$ cat src/rtl/pmod_stand_spi_solo_pkg.sv
// Shared types and constants for the PMOD CLS SPI responder:
// display line type, ASCII codes used by the parser, parser states.
package pmod_stand_spi_solo_pkg;

   // One 16-character display line; element 0 is column 0.
   typedef logic [15:0][7:0] t_pmod_cls_ascii_line_16;

   localparam logic [7:0] c_ascii_esc      = 8'h1B;
   localparam logic [7:0] c_ascii_lbracket = 8'h5B;
   localparam logic [7:0] c_ascii_semi     = 8'h3B;
   localparam logic [7:0] c_ascii_j        = 8'h6A;
   localparam logic [7:0] c_ascii_H        = 8'h48;
   localparam logic [7:0] c_ascii_space    = 8'h20;

   typedef enum logic [2:0] {
      ST_TEXT,
      ST_ESC,
      ST_BRACKET,
      ST_PARAM0,
      ST_PARAM1
   } t_cls_parse_state;

   function automatic logic is_digit(input logic [7:0] b);
      return (b >= 8'h30) && (b <= 8'h39);
   endfunction

   // Decimal accumulate p*10 + digit, saturating at 255 so long digit
   // strings cannot wrap into a small cursor value.
   function automatic logic [7:0] dec_acc(input logic [7:0] p, input logic [7:0] b);
      logic [11:0] t;
      t = 12'(p) * 12'd10 + 12'(b - 8'h30);
      return (t > 12'd255) ? 8'hFF : t[7:0];
   endfunction

endpackage

$ cat src/rtl/pmod_cls_spi_byte_rx.sv
// SPI mode 0 receive front end: synchronizes the bus pins into the clock
// domain, shifts COPI MSB-first on SCK rising edges while CSN is low, and
// flags frames that end on a partial byte.
module pmod_cls_spi_byte_rx (
   input  logic       clk,
   input  logic       rst,
   input  logic       sck,
   input  logic       csn,
   input  logic       copi,
   output logic       byte_valid,
   output logic [7:0] byte_data,
   output logic       frame_error
);

   logic [1:0] sck_s;
   logic [1:0] csn_s;
   logic [1:0] copi_s;
   logic       sck_d;
   logic       csn_d;
   logic [2:0] cnt;
   logic [6:0] shreg;
   logic       sck_rise;
   logic       csn_rise;

   assign sck_rise = sck_s[1] & ~sck_d;
   assign csn_rise = csn_s[1] & ~csn_d;

   // Synchronizers, edge detectors and the bit shifter. CSN idles high so
   // its synchronizer resets to 1 and a reset never looks like a CSN rise.
   always_ff @(posedge clk) begin
      if (rst) begin
         sck_s       <= 2'b00;
         csn_s       <= 2'b11;
         copi_s      <= 2'b00;
         sck_d       <= 1'b0;
         csn_d       <= 1'b1;
         cnt         <= 3'd0;
         shreg       <= 7'd0;
         byte_valid  <= 1'b0;
         byte_data   <= 8'd0;
         frame_error <= 1'b0;
      end else begin
         sck_s       <= {sck_s[0], sck};
         csn_s       <= {csn_s[0], csn};
         copi_s      <= {copi_s[0], copi};
         sck_d       <= sck_s[1];
         csn_d       <= csn_s[1];
         byte_valid  <= 1'b0;
         frame_error <= 1'b0;
         if (csn_rise) begin
            // End of frame: a partial byte is dropped and reported.
            if (cnt != 3'd0) frame_error <= 1'b1;
            cnt <= 3'd0;
         end else if (!csn_s[1] && sck_rise) begin
            if (cnt == 3'd7) begin
               byte_valid <= 1'b1;
               byte_data  <= {shreg, copi_s[1]};
               cnt        <= 3'd0;
            end else begin
               shreg <= {shreg[5:0], copi_s[1]};
               cnt   <= cnt + 3'd1;
            end
         end
      end
   end

endmodule

$ cat src/rtl/pmod_cls_spi_responder.sv
// Emulates the PMOD CLS character LCD as an SPI target: receives bytes,
// interprets text and the ESC[j / ESC[r;cH escape sequences, and holds the
// two 16-character line buffers.
module pmod_cls_spi_responder
   import pmod_stand_spi_solo_pkg::*;
#(
   parameter int parm_cols = 16,
   parameter int parm_rows = 2
) (
   input  logic                    i_clk_20mhz,
   input  logic                    i_rst_20mhz,
   input  logic                    ei_sck,
   input  logic                    ei_csn,
   input  logic                    ei_copi,
   output logic                    eo_cipo_o,
   output logic                    eo_cipo_t,
   output logic                    o_byte_valid,
   output logic [7:0]              o_byte_data,
   output logic                    o_frame_error,
   output logic                    o_display_updated,
   output t_pmod_cls_ascii_line_16 o_line1,
   output t_pmod_cls_ascii_line_16 o_line2
);

   localparam logic [4:0] c_col_end  = 5'(parm_cols);
   localparam logic [7:0] c_col_max  = 8'(parm_cols - 1);
   localparam logic [7:0] c_row_max  = 8'(parm_rows - 1);
   localparam logic       c_last_row = 1'(parm_rows - 1);
   localparam t_pmod_cls_ascii_line_16 c_blank = {16{c_ascii_space}};

   t_cls_parse_state state;
   logic [7:0]       p0;
   logic [7:0]       p1;
   logic             row;
   logic [4:0]       col;      // reaches parm_cols when the line is full
   logic             changed;
   logic [7:0]       b;

   // The display never drives CIPO.
   assign eo_cipo_o = 1'b0;
   assign eo_cipo_t = 1'b1;
   assign b         = o_byte_data;

   pmod_cls_spi_byte_rx u_rx (
      .clk         (i_clk_20mhz),
      .rst         (i_rst_20mhz),
      .sck         (ei_sck),
      .csn         (ei_csn),
      .copi        (ei_copi),
      .byte_valid  (o_byte_valid),
      .byte_data   (o_byte_data),
      .frame_error (o_frame_error)
   );

   // Parser and line buffers; advances only on received bytes, so escape
   // sequences may span CSN frames. The update strobe trails the buffer
   // write by one cycle.
   always_ff @(posedge i_clk_20mhz) begin
      if (i_rst_20mhz) begin
         state             <= ST_TEXT;
         p0                <= 8'd0;
         p1                <= 8'd0;
         row               <= 1'b0;
         col               <= 5'd0;
         o_line1           <= c_blank;
         o_line2           <= c_blank;
         changed           <= 1'b0;
         o_display_updated <= 1'b0;
      end else begin
         changed           <= 1'b0;
         o_display_updated <= changed;
         if (o_byte_valid) begin
            case (state)
               ST_TEXT: begin
                  if (b == c_ascii_esc) begin
                     state <= ST_ESC;
                  end else if (b >= 8'h20 && b <= 8'h7E && col < c_col_end) begin
                     if (row) o_line2[col[3:0]] <= b;
                     else     o_line1[col[3:0]] <= b;
                     col     <= col + 5'd1;
                     changed <= 1'b1;
                  end
               end
               ST_ESC: begin
                  if (b == c_ascii_lbracket) begin
                     state <= ST_BRACKET;
                     p0    <= 8'd0;
                     p1    <= 8'd0;
                  end else begin
                     state <= ST_TEXT;
                  end
               end
               ST_BRACKET, ST_PARAM0, ST_PARAM1: begin
                  state <= ST_TEXT;
                  if (is_digit(b)) begin
                     if (state == ST_PARAM1) begin
                        p1    <= dec_acc(p1, b);
                        state <= ST_PARAM1;
                     end else begin
                        p0    <= dec_acc(p0, b);
                        state <= ST_PARAM0;
                     end
                  end else if (b == c_ascii_semi && state != ST_PARAM1) begin
                     state <= ST_PARAM1;
                  end else if (b == c_ascii_j) begin
                     o_line1 <= c_blank;
                     o_line2 <= c_blank;
                     row     <= 1'b0;
                     col     <= 5'd0;
                     changed <= 1'b1;
                  end else if (b == c_ascii_H && state != ST_BRACKET) begin
                     row <= (p0 >= c_row_max) ? c_last_row : p0[0];
                     col <= (p1 > c_col_max) ? 5'(c_col_max) : 5'(p1);
                  end
               end
               default: state <= ST_TEXT;
            endcase
         end
      end
   end

endmodule

$ cat config.mk
export PLATFORM = sky130hd
export DESIGN_NAME = pmod_cls_spi_responder
export DESIGN_NICKNAME = d
export VERILOG_FILES = /design/src/rtl/pmod_stand_spi_solo_pkg.sv /design/src/rtl/pmod_cls_spi_byte_rx.sv /design/src/rtl/pmod_cls_spi_responder.sv
export SDC_FILE = /design/constraint.sdc
export NUM_CORES = 1
export LEC_CHECK = 0
export CORE_MARGIN = 10
export CORE_UTILIZATION = 46
export CTS_CLUSTER_SIZE = 12
export DETAILED_ROUTE_END_ITERATION = 8
export PLACE_DENSITY = 0.88
export SLEW_MARGIN = 20
export SYNTH_ARGS = -nofsm -noshare
export SYNTH_HDL_FRONTEND = slang
export SYNTH_SLANG_ARGS = --single-unit
export TNS_END_PERCENT = 10
$ cat constraint.sdc
create_clock -name i_clk_20mhz -period 3.6 [get_ports i_clk_20mhz]
set_clock_uncertainty 0.05 [all_clocks]
set_input_delay 0.72 -clock i_clk_20mhz [delete_from_list [all_inputs] [get_ports i_clk_20mhz]]
set_output_delay 0.72 -clock i_clk_20mhz [all_outputs]
set_load 0.01 [all_outputs]
---- Yosys cells after proc, flatten, opt, wreduce, memory -nomap -nowiden ----
Cells that the tools add are included.
W data, S select, Z words.
cells by class
  $add $sub $neg .......................... 5
  bitwise operators ....................... 10
  $mul .................................... 2
  equality and inequality tests ........... 25
  order comparisons ....................... 11
  reductions and logical operators ........ 27
  multiplexer cells ....................... 50
operator list
  cell                    number
  $mux W128               9
  $pmux W128 S2           2
  $bwmux W128             2
  $mux W8                 8
  $mux W5                 7
  $demux W8 S4            1
  $pmux W8 S2             2
  $add A12 B12 Y12        2
  $eq A8 B7 Y1 const B    3
  $gt A12 B8 Y1 const B   2
  $ne A2 B2 Y1 const B    12
  $mul A8 B3 Y11 const B  2
  $ge A8 B6 Y1 const B    2
  $reduce_and A8 Y1       2
  $mux W3                 5
  $reduce_and A5 Y1       3
  $mux W1                 10
  $pmux W5 S2             1
  $pmux W3 S3             1
  $sub A8 B6 Y9 const B   1
  $eq A8 B5 Y1 const B    1
  $eq A8 B6 Y1 const B    1
  $ge A8 B1 Y1 const B    1
  $gt A8 B4 Y1 const B    1
  other kinds (26)        49
word-level totals
  input port bits ......................... 5
  output and inout port bits .............. 269
  register bits ........................... 311
  logic and storage cells ................. 179

---- Longest topological paths before layout ----
  word-level depth ........................ 9
  gate-level depth with buffers ........... 16
  gate-level depth less buffers ........... 16

---- Cells and area by module ----
From an unflattened synthesis, not the netlist that was laid out.
second synthesis, totals
  cell total of the unflattened synthesis .. 1356
  area, all modules ....................... 12389.4 um^2
modules (own cells, without submodules)
  module                  area each (um^2)  times used  sequential area each (um^2)  cells each
  pmod_cls_spi_responder  11382.2           1           5665.4                       1255
  pmod_cls_spi_byte_rx    1007.2            1           560.5                        101

---- Least setup slack after synthesis ----
No wires, ideal clock.
  kind .................................... flip-flop to flip-flop
  start point ............................. register p0[1]
  end point ............................... register p0[7]
  path slack .............................. -392 ps
  cell stages (with the launch flop) ...... 15
  setup time .............................. 117 ps
  data required time ...................... 3433 ps
  period minus slack after synthesis ...... 3992 ps
  path buffers ............................ 0
  arrival ................................. 3825 ps
  cells stage by stage .................... dfxtp_1 -> ha_1 -> ha_1 -> fa_1 -> a21o_1 -> a21oi_1 -> xnor2_1 -> ha_1 -> a21oi_1 -> nand2b_1 -> o31a_1 -> a31oi_1 -> xnor3_1 -> or4_1 -> a22o_1
between the ends
  cells in the longest elaborated chain, start to end .. 7
RTL lines
  item                    line                           text
  start, declared         pmod_cls_spi_responder.sv:32   logic [7:0] p0;
  start signal, assigned  pmod_cls_spi_responder.sv:100  p0 <= dec_acc(p0, b);
  $mul A8 B3 Y11 *        pmod_stand_spi_solo_pkg.sv:31  t = 12'(p) * 12'd10 + 12'(b - 8'h30);
  $add A12 B12 Y12 *      pmod_stand_spi_solo_pkg.sv:31
  $gt A12 B8 Y1           pmod_stand_spi_solo_pkg.sv:32  return (t > 12'd255) ? 8'hFF : t[7:0];
  $mux W8 *               pmod_stand_spi_solo_pkg.sv:32
  $mux W8 *               pmod_cls_spi_responder.sv:96   if (state == ST_PARAM1) begin
  $mux W8 *               pmod_cls_spi_responder.sv:95   if (is_digit(b)) begin
  $pmux W8 S2 *           pmod_cls_spi_responder.sv:73   case (state)
Every way passes the cells marked *; elsewhere a longest branch is shown, timed or not. The select of a mux whose other input is x is not followed.
A chain may end at the register's enable or synchronous reset.

---- Worst setup path in the final report ----
  start point ............................. register p1[3]
  end point ............................... register p1[2]
between the ends
  cells in the longest elaborated chain, start to end .. 7
RTL lines
  item                    line                           text
  start, declared         pmod_cls_spi_responder.sv:33   logic [7:0] p1;
  start signal, assigned  pmod_cls_spi_responder.sv:97   p1 <= dec_acc(p1, b);
  $mul A8 B3 Y11          pmod_stand_spi_solo_pkg.sv:31
  $add A12 B12 Y12        pmod_stand_spi_solo_pkg.sv:31
  $gt A12 B8 Y1           pmod_stand_spi_solo_pkg.sv:32
  $mux W8                 pmod_stand_spi_solo_pkg.sv:32
  $mux W8                 pmod_cls_spi_responder.sv:96
  $mux W8                 pmod_cls_spi_responder.sv:95
  $pmux W8 S2             pmod_cls_spi_responder.sv:73
No other way between the ends. The select of a mux whose other input is x is not followed.

==> flow_summary.ini <==
[critical_path]
crit_arrival_ps = 3990
crit_path_max_fanout = 8
cp_cell_sequence = ha_4, ha_2, fa_2, a21o_1, a21oi_2, o21bai_1, a21oi_1, xnor2_1, ha_1, nor2_1, a21oi_2, xnor2_1, o41a_1, a221o_1
cp-end-kind = register
cp_slowest_stage_delay_ps = 530
crit_family = compound AO/OA/AOI/OAI gates
critPathKind = register to register
cp_num_buf_inv = 0
slowest_stage = o41a_1
cp-start-kind = register
crit_required_ps = 3930

[power_and_ir_drop]
power.density_nw_per_um2 = 399
peakVddDrop_mv = 0.366
cellLeakagePower_nw = 6.62

[final_layout]
ff_latch_area_sq_um = 6230
utilization_pct = 63.9
layout_commonest_cell = dfxtp_1
finalNonFillerCells = 1861
layout.nets = 1567
n_antenna_cell = 0
layout-area-overhead-vs-synth_pct = 37.0
multiInputGateArea_sq_um = 6080
n_fill_cell = 1964
drive_above_1_share_pct = 12.8
fin_area_sq_um = 17100
mostFrequentLayoutCells = 306 x dfxtp_1, 270 x clkdlybuf4s50_1, 195 x a22o_1, 87 x a21oi_1, 72 x nor2_1

[floorplanning]
die_x_microns = 185
ioPinCount = 274
start_util_pct = 46.6
row_count = 60
dieArea_sq_um = 34100
coreArea_sq_um = 26800
die_h_microns = 185

[synthesis]
synth-edff-count = 0
ys_types = 72
synth.avg_cell_area_sq_um = 10.4
synth_ff_type = dfxtp_1
ys_seq_area_share_pct = 49.9
synth_area_sq_um = 12500
synthCells = 1197
ys_seq_elements = 311
synth_nets = 1261
yosys_warnings = 0
ys_async_sr_fraction_pct = 0

[outcome]
status = finished, violations left
violations = negative setup slack

[global_route]
antenna_found_initial = 0
grt_pass1_vias = 10900
grt_usage_pct = 22.9
grt_pass1_wl_microns = 62700
grt-ovfl-total = 0
grt_max_degree = 44

[placement]
gp_congestion = 0.922
preCtsSetupSlack_ps = -220
place_area_sq_um = 15800
port_buffers = 271
dp.cells = 1803
dpl.hpwl_microns = 30100

[drt]
drc = 0
drt-total-wl_microns = 41600
drtIter0Drc = 1094
ant_nets = 0
routed_via_density = 5.93
firstDrtPassIters = 5
wl_per_cell_microns = 22.3
vias = 11000

[cts]
clk_path_buf_depth = 3
cts_tree = built
clkSinkCount = 311
clkTransAtPathRegs_ps = 60
htree_levels = 2
insertion_delay_ps = 520
ctsRootBufferMaster = clkbuf_16
cts_made_buffers = 34
postCtsHoldBufs = 0

[timing]
relSlewSlack_pct = 31.7
setup_slack_ps = -65.3
setup_viol = 11
post-route-period-util_pct = 102
rsz0062_at_grt = true
final.setup.tns_ps = -493
finalHoldViolCount = 0
period_needed_ps = 3670
drv_slew = 0
worstMarginPinSlew_ps = 1020
fmax_mhz = 273

[flow_run]
maxCapViolCount = 0

[min_path]
hold_class = register to register
==> Yosys cell counts (all sizes together) (2+ instances only) <==
library cell  number  area share [%]
and4b              3            0.24
o21a               7            0.42
a31oi              9            0.57
inv               16            0.48
a41oi              2            0.14
a211oi            16            0.96
xnor2             19             1.3
xor2               8            0.56
nor3              43             2.4
nor4               3            0.27
and2              43             2.2
nand4              2            0.22
a21o               8            0.48
o211ai             5            0.30
o32ai              3            0.21
a221o              8            0.64
conb               2           0.060
a211o             15             1.1
nor2              81             2.6
a21oi            107             4.8
nor2b             30             1.5
a22o             195              14
nand4b             3            0.21
buf               32             1.6
o41ai              2            0.14
clkbuf            35             1.1
or4                4            0.24
o21ai             16            0.64
or3b               2            0.16
ha                55             5.5
nand2b            16            0.80
dfxtp            311              50
o21bai             2            0.12
or2                6            0.30
mux2i              3            0.24
fa                 4            0.64
and3               4            0.20
nand2             56             1.7
nand3              5            0.20
==> sequential cells by signal, summed over array words and instances (netlist names), 2 cells and up <==
signal	flops
o_line2	128
p0	8
p1	8
u_rx.shreg	7
u_rx.sck_s	2
u_rx.copi_s	2
u_rx.csn_s	2
u_rx.byte_data	8
col	5
u_rx.cnt	3
state	3
o_line1	128
==> per-layer routing <==
metal	up-vias	share of wire (%)	track usage, %
li1	5035	-	-
met1	5374	41	28.7
met2	535	46	36.5
met3	97	9.3	6.46
met4	0	4.0	9.04
met5	-	0	0
==> final cells by class <==
class	instances	share of cell area, %
Clock buffer	46	5.71
Tap cell	341	2.49
Timing Repair Buffer	337	19.1
Multi-Input combinational cell	803	35.5
Sequential cell	311	36.4
Inverter	16	0.351
Clock inverter	7	0.358
==> final timing paths <==
| kind | from | to | slack, ps | depth (start not counted) |
|---|---|---|---|---|
| setup reg to reg | p1[3]$_SDFFE_PP0P_ | p1[2]$_SDFFE_PP0P_ | -70 | 14 |
| hold / removal | u_rx.csn_s[0]$_SDFF_PP1_ | u_rx.csn_s[1]$_SDFF_PP1_ | 370 | 1 |
| setup / recovery | p1[3]$_SDFFE_PP0P_ | p1[2]$_SDFFE_PP0P_ | -70 | 14 |
| hold reg to reg | u_rx.csn_s[0]$_SDFF_PP1_ | u_rx.csn_s[1]$_SDFF_PP1_ | 370 | 1 |
==> power breakdown <==
part           internal [mW]  switching (mW)  total, mW
clock                   1.90            1.39       3.29
combinational         0.0179          0.0776     0.0954
sequential              3.44         0.00137       3.45
==> cells by family after synthesis <==
group,after synthesis,share of synthesized area [%]
compound gates,405,24.9
flops,311,49.9
simple gates,306,13.6
buf+inv,83,3.14
fa+ha+maj,59,6.15
xor+xnor,28,2.07
mux,3,0.240
other cells,2,0.0601
==> per-stage QoR <==
stage | hold slack, ps | power, mW
floorplan | 339 | 3.59
global placement | 341 | 3.61
detailed placement | 364 | 3.61
CTS | 377 | 6.86
global route | 394 | 6.99
finish | 372 | 6.83
==> what timing repair did <==
item	CTS	global route
endpoints found under the setup margin	13	16
buffers inserted	1	4
endpoints found under the hold margin	0	0
resized for setup	13	19
pin swaps	15	23
Note: power is estimated with default switching activity, not from simulation.
